**config.mk**
```make
export PLATFORM = sky130hd
export DESIGN_NAME = dispense_sequencer
export DESIGN_NICKNAME = d
export VERILOG_FILES = /design/src/rtl/dispense_sequencer.sv
export SDC_FILE = /design/constraint.sdc
export NUM_CORES = 1
export LEC_CHECK = 0
export ABC_CLOCK_PERIOD_IN_PS = 5150
export CORE_UTILIZATION = 60
export CTS_BUF_LIST = sky130_fd_sc_hd__clkbuf_4 sky130_fd_sc_hd__clkbuf_8
export DETAILED_ROUTE_END_ITERATION = 10
export GPL_TIMING_DRIVEN = 0
export MAX_ROUTING_LAYER = met4
export PLACE_DENSITY = 0.94
export SLEW_MARGIN = 40
export SYNTH_ARGS = -nofsm -noshare
export SYNTH_HDL_FRONTEND = slang
export SYNTH_SLANG_ARGS = --single-unit
```
**constraint.sdc**
```tcl
create_clock -name clk -period 5.15 [get_ports clk]
set_input_delay 0.515 -clock clk [delete_from_list [all_inputs] [get_ports clk]]
set_output_delay 0.515 -clock clk [all_outputs]
set_load 0.005 [all_outputs]
```
**src/rtl/dispense_sequencer.sv**
```systemverilog
// rtl/dispense_sequencer.sv - gate servo dispense-cycle sequencer
// Runs open/hold/close phases per dose and drives the servo pulse-width word.
module dispense_sequencer #(
    parameter int unsigned CLK_HZ     = 50_000_000,
    parameter logic [19:0] POS_CLOSED = 20'd40000,
    parameter logic [19:0] POS_OPEN   = 20'd120000,
    parameter int unsigned OPEN_MS    = 300,
    parameter int unsigned HOLD_MS    = 1000,
    parameter int unsigned CLOSE_MS   = 300
) (
    input  logic        clk,
    input  logic        rst,
    input  logic        start,
    input  logic [3:0]  doses,
    input  logic        abort,
    output logic [19:0] position,
    output logic        busy,
    output logic        done,
    output logic        aborted,
    output logic [3:0]  doses_left,
    output logic [15:0] total_count
);

    localparam logic [31:0] T_OPEN  = 32'(OPEN_MS * (CLK_HZ / 1000));
    localparam logic [31:0] T_HOLD  = 32'(HOLD_MS * (CLK_HZ / 1000));
    localparam logic [31:0] T_CLOSE = 32'(CLOSE_MS * (CLK_HZ / 1000));

    typedef enum logic [1:0] {IDLE, OPENING, HOLD, CLOSING} state_t;

    state_t      state, state_n;
    logic [31:0] timer, timer_n;
    logic [3:0]  doses_left_n, left_eff;
    logic [15:0] total_n;
    logic        aborted_n;

    always_ff @(posedge clk) begin
        if (rst) begin
            state       <= IDLE;
            timer       <= '0;
            doses_left  <= '0;
            total_count <= '0;
            aborted     <= 1'b0;
            position    <= POS_CLOSED;
            busy        <= 1'b0;
            done        <= 1'b0;
        end else begin
            state       <= state_n;
            timer       <= timer_n;
            doses_left  <= doses_left_n;
            total_count <= total_n;
            aborted     <= aborted_n;
            // Outputs are registered from the next state so they align with it.
            position    <= (state_n == OPENING || state_n == HOLD) ? POS_OPEN : POS_CLOSED;
            busy        <= (state_n != IDLE);
            done        <= (state != IDLE) && (state_n == IDLE);
        end
    end

    always_comb begin
        state_n      = state;
        timer_n      = (timer == 32'd0) ? 32'd0 : timer - 32'd1;
        doses_left_n = doses_left;
        total_n      = total_count;
        aborted_n    = aborted;
        left_eff     = abort ? 4'd1 : doses_left;
        case (state)
            IDLE: begin
                timer_n = '0;
                if (start && doses != 4'd0 && !abort) begin
                    state_n      = OPENING;
                    timer_n      = T_OPEN - 32'd1;
                    doses_left_n = doses;
                    aborted_n    = 1'b0;
                end
            end
            OPENING, HOLD: begin
                // Abort wins over a simultaneous phase expiry.
                if (abort) begin
                    state_n      = CLOSING;
                    timer_n      = T_CLOSE - 32'd1;
                    doses_left_n = 4'd1;
                    aborted_n    = 1'b1;
                end else if (timer == 32'd0) begin
                    if (state == OPENING) begin
                        state_n = HOLD;
                        timer_n = T_HOLD - 32'd1;
                    end else begin
                        state_n = CLOSING;
                        timer_n = T_CLOSE - 32'd1;
                        total_n = (total_count != 16'hFFFF) ? total_count + 16'd1 : total_count;
                    end
                end
            end
            CLOSING: begin
                if (abort) aborted_n = 1'b1;
                doses_left_n = left_eff;
                if (timer == 32'd0) begin
                    doses_left_n = left_eff - 4'd1;
                    if (left_eff > 4'd1) begin
                        state_n = OPENING;
                        timer_n = T_OPEN - 32'd1;
                    end else begin
                        state_n = IDLE;
                        timer_n = '0;
                    end
                end
            end
            default: begin
                state_n = IDLE;
                timer_n = '0;
            end
        endcase
    end

endmodule

```
# ---- Word level (Yosys, flattened, before mapping)
# Index checks and enable logic that the tools add are counted.
dict set report word_totals {
  n_memories 0
  romBits 0
  latch_bits 0
  ramBits 0
  regBits 77
  word_cells 59
  inputBits 8
}
dict set report classes {
  div_mod_pow 0
  shifts 0
  n_mul 0
  n_bitwise 2
  addsub 3
  mux 22
  eq_ne 8
  n_reduce_logical 15
  magnitude_cmp 1
}
# op n
set ops {}
lappend ops {{2-to-1 mux 32 bit} 3}
lappend ops {{case mux 32 bit (3 select lines)} 1}
lappend ops {{2-to-1 mux 24 bit} 2}
lappend ops {{zero test 32 bit} 1}
lappend ops {{subtractor 32 x 1 -> 32 bit (second input constant)} 1}
lappend ops {{2-to-1 mux 26 bit} 1}
lappend ops {{2-to-1 mux 17 bit} 1}
lappend ops {{adder 16 x 1 -> 16 bit (second input constant)} 1}
lappend ops {{!= test 16 bit (second input constant)} 1}
lappend ops {{2-to-1 mux 4 bit} 3}
lappend ops {{case mux 4 bit (3 select lines)} 1}
lappend ops {{2-to-1 mux 2 bit} 4}
lappend ops {{equality test 2 bit (second input constant)} 3}
lappend ops {{case mux 2 bit (3 select lines)} 1}
lappend ops {{AND reduction 5 bit} 1}
lappend ops {{equality test 2 x 1 -> 1 bit (second input constant)} 2}
lappend ops {{> comparator 4 x 1 -> 1 bit (second input constant)} 1}
lappend ops {{zero test 2 bit} 2}
lappend ops {{2-to-1 mux 1 bit} 4}
lappend ops {{nonzero test 2 bit} 2}
lappend ops {{nonzero test 4 bit} 1}
lappend ops {{subtractor 4 x 1 -> 4 bit (second input constant)} 1}
lappend ops {{logical AND 1 bit} 3}
lappend ops {{OR reduction 3 bit} 1}
lappend ops {{other kinds (8)} 9}

# ---- Longest topological paths before layout
dict set report logic_depth {
  depth_word 8
  ltp_mapped 11
  mapped_depth_nobuf 10
}

# ---- Least setup slack after synthesis
# Ideal clock, no wire load.
dict set report synth_timing {
  kind {reg-to-reg}
  start {register timer[14]}
  end {register position[14]}
  n_path_buf 2
  setup_time_ns 0.110
  t_arrival_ns 2.884
  t_required_ns 5.040
  synth_period_minus_slack_ns 2.995
  slack_ns 2.155
  path_stages_with_launch 11
  path_cell_list {dfxtp_1 -> or4_4 -> or4_4 -> buf_6 -> or4_4 -> buf_6 -> o31a_1 -> a211oi_2 -> ha_1 -> nand2b_1 -> inv_1}
}
dict set report synth_between {
  elab_chain_len 7
  elab_cells_between_ends 9
  classes_between {2 x eq/ne; 5 x mux; 2 x reduce/logical}
}
# element line
set synth_lines {}
lappend synth_lines {{from (decl)} 31} ;# logic [31:0] timer, timer_n;
lappend synth_lines {{from (signal assigned)} 48} ;# timer <= timer_n;
lappend synth_lines {{zero test 32 bit *} {83, 97}}
lappend synth_lines {{2-to-1 mux 2 bit} 83} ;# end else if (timer == 32'd0) begin
lappend synth_lines {{2-to-1 mux 2 bit} 78} ;# if (abort) begin
lappend synth_lines {{case mux 2 bit (3 select lines) *} 66} ;# case (state)
lappend synth_lines {{equality test 2 x 1 -> 1 bit or equality test 2 bit (tied branches)} 53} ;# position <= (state_n == OPENING || state_n == HOLD) ? POS_OPEN : POS_CLOSED;
lappend synth_lines {{logical OR 1 bit *} 53}
lappend synth_lines {{2-to-1 mux 17 bit *} 53}
lappend synth_lines {{to (signal assigned)} 53}
lappend synth_lines {{to (decl)} 16} ;# output logic [19:0] position,
# Every way passes the cells marked *; elsewhere a longest branch is shown, timed or not.
# A chain may end at the register's enable or synchronous reset.

# ---- Worst setup path after layout
dict set report layout_timing {
  start {register timer[0]}
  end {register position[14]}
}
# The elaborated chain is that of the path after synthesis.

==> results.md <==
* Clock buffer depth at 2
* Clock Skews at 8.693 ps
* Area contributors post-synth: dfxtp_1 37%, nor2_1 6.8%, xor2_1 6.0%
* Area Growth Syn to Fin at 20.63%
* Clk root buf: clkbuf_8
* Final WL at 7622 um
* CTS clk-pin slew, worst paths at 70 ps
* Setup TNS at 0 ps
* Gr ovfl total at 0
* Static leakage at around 1.5 nW
* Crit start category: flop
* CP cell instances: inv_1 > ha_1 > nor3b_1 > nand4_1 > nor4_4 > clkbuf_1 > o21ai_0 > o211ai_1 > ha_1 > nand2b_1 > inv_1
* Diodes inserted at 0
* IO Count at 51
* Gr usage total at 29.86%
* Unrepaired setup endpoints after global routing: no
* Post-detailed-route wirelength per cell at 14.80 um
* IO Port Bufs at 33
* Yosys reg bits at 59
* Ys flop type: dfxtp_1
* Filler instances at 368
* Crit-path slowest cell: nor4_4
* Tmin final at 3556 ps
* Hold-fix buffer count after cts at 0
* Seq pwr share at 41.0%
* Total number of vias at 2,917
* Cells after synthesis at 382
* H-tree levels at 3
* Vias in the first global route at 2,787
* Latest clock arrival within the worst-skew pair at 340 ps
* DIE AREA at approximately 0.0056 mm^2
* Post-CTS setup buffers at 0
* Worst EP arrival at 3790 ps
* FF/Latch Area at approximately 0.0012 mm^2
* Cell Area, Synth at 0.003196 mm^2
* Slew Limit Fails at 0
* WP buf/inv at 3
* DRC violations left at 0
* First-pass GRT wire length at 12,360 um
* Switch share at 32.17%
* # resized after CTS at 0
* Number of CTS-inserted buffers at 9
* Power share of the combinational group at 27.6%
* HP Class: reg -> reg
* Switching power at 0.3950 mW
* Fin crit share at roughly 70%
* Internal at 0.8329 mW
* Die X at 74.98 um
* Final Hold Viols at 0
* Final setup vio count at 0
* Count of warnings emitted by yosys at 0
* Cell Rows at 26
* Initial Utilization at 62.57%
* Worst path required time at 5380 ps
* Core area at 0.005107 mm^2
* Worst slew margin at roughly 44%
* Post-Syn Area per Cell at 8.365 um^2
* Largest area contributor in the netlist: dfxtp_1
* FFs w/ async S/R, synth at 0%
* Nets at 456
* Gp weighted congestion at 0.8536
* Commonest non-fill, non-tap cell in the layout: dfxtp_1
* Area of the multi-input gates at 0.001810 mm^2
* Slowest cell delay on critical path at approximately 660 ps
* Peak VDD IR at 0.1956 mV
* Endpoint class of the critical path: flop
* Clk sink count at 59
* Fmax at 0.2812 GHz
* Clk pwr share at 31.3%
* Initial antenna violation count at 0
* WS Path Type: reg -> reg
* Power density cells at 318.5 mW/mm^2
* DR vias/cell at around 5.7
* Die Ht at 74.98 um
* EDFF count, synth at 0
* Max-cap viol count at 0
* Worst-path maximum fanout at 10
* Library cells used by synthesis at 52
* Reg-to-reg setup timing slack at 1590 ps
* Power Total at 1.228 mW
* DR iter-0 viols at 220
* Drt first pass iters at 5
* Share of the synthesized area in the top cell type at between 30% and 40%
* Seq/Total Area, Yosys at 36.96%
* Most frequent cells in the layout: 59 x dfxtp_1, 58 x nor2_1, 33 x clkdlybuf4s50_1
* CP top delay family: simple AND/OR/NAND/NOR gates
* Largest net degree at the start of global routing at 11
* Status: complete, no violations
* Detailed-placement wirelength estimate at between 5000 and 6000 um
* Worst-Margin Slew at 825.7 ps
* Share of layout cells above drive strength 1 at between 10 and 15%
* Post-DRT Antenna Nets at 0
* CTS tree: built
==> Yosys cell counts, drive strengths merged (3+ instances only) <==
master,n
a211oi,3
nand2b,5
clkbuf,11
xor2,22
ha,8
nor4,14
xnor2,16
or3,13
o21ai,16
o41ai,3
o21a,5
a21oi,16
nand4,11
o31ai,3
and2,5
mux2i,3
a221oi,3
nor2,58
or4,6
buf,24
nand3,11
nand2,21
inv,12
nor3b,3
nor3,4
dfxtp,59
==> worst min-delay path, stage by stage, from the launching register on <==
cell	delay (ps)
dfxtp_1	340
xor2_1	70
nor2_1	80
==> through the flow <==
step / cell area, um^2 / util, % / std cells / worst slack, ps / hold WS (ps)
6_report: 3855 / 75.48 / 515 / 1594 / 519.6
5_1_grt: 3855 / 75.48 / 515 / 1317 / 548.3
4_1_cts: 3855 / 75.48 / 515 / 1655 / 517.5
3_5_place_dp: 3671 / 71.88 / 499 / 1723 / 500.6
3_3_place_gp: 3666 / 71.78 / 499 / 1780 / 488.4
2_1_floorplan: 3248 / - / 396 / 2155 / 471.0
==> cells by family after synthesis <==
logic type | count (synthesis) | synth area share, %
adder cells (fa/ha/maj) | 8 | 3.132
AND/OR/NAND/NOR | 160 | 26.15
AO/OA/AOI/OAI | 64 | 13.63
other | 2 | 0.2350
multiplexers | 4 | 1.292
buffers and inverters | 47 | 8.183
flip-flops | 59 | 36.96
XOR/XNOR | 38 | 10.41
==> metal layers <==
| layer | vias up | GRT usage, % | wire [um] |
|---|---|---|---|
| met5 | - | - | 0 |
| met4 | 0 | 17.19 | 223 |
| met3 | 31 | 4.685 | 547 |
| met2 | 139 | 49.15 | 3760 |
| met1 | 1334 | 34.53 | 3092 |
| li1 | 1413 | - | - |
==> power groups by stage <==
stage | registers, mW | logic, mW | clock network [mW]
after floorplan | 0.510 | 0.246 | 0
after global placement | 0.511 | 0.314 | 0
after detailed placement | 0.513 | 0.327 | 0
after CTS | 0.503 | 0.334 | 0.388
after global routing | 0.507 | 0.369 | 0.406
final | 0.504 | 0.339 | 0.385
==> sequential cells by signal (all words and copies together) (netlist names) <==
signal and flops:
timer 32, total_count 16, doses_left 4, position 2
state 2, aborted 1, busy 1, done 1
==> path summary, 6_finish.rpt <==
kind / startpoint / endpoint / depth (start not counted)
hold reg to reg: timer[31] / timer[31] / 2
setup / recovery: timer[0] / position[14] / 11
hold / removal: timer[31] / timer[31] / 2
setup reg to reg: timer[0] / position[14] / 11
==> final cells by class <==
class	instances	area share, %
clock buffers	12	4.122
plain buffers	35	5.615
inverters	12	1.168
well taps	70	2.272
flip-flops and latches	59	30.64
repair buffers	33	8.569
clock inverters	4	0.6491
multi-input cells	290	46.97
(Power assumes the default switching activity.)
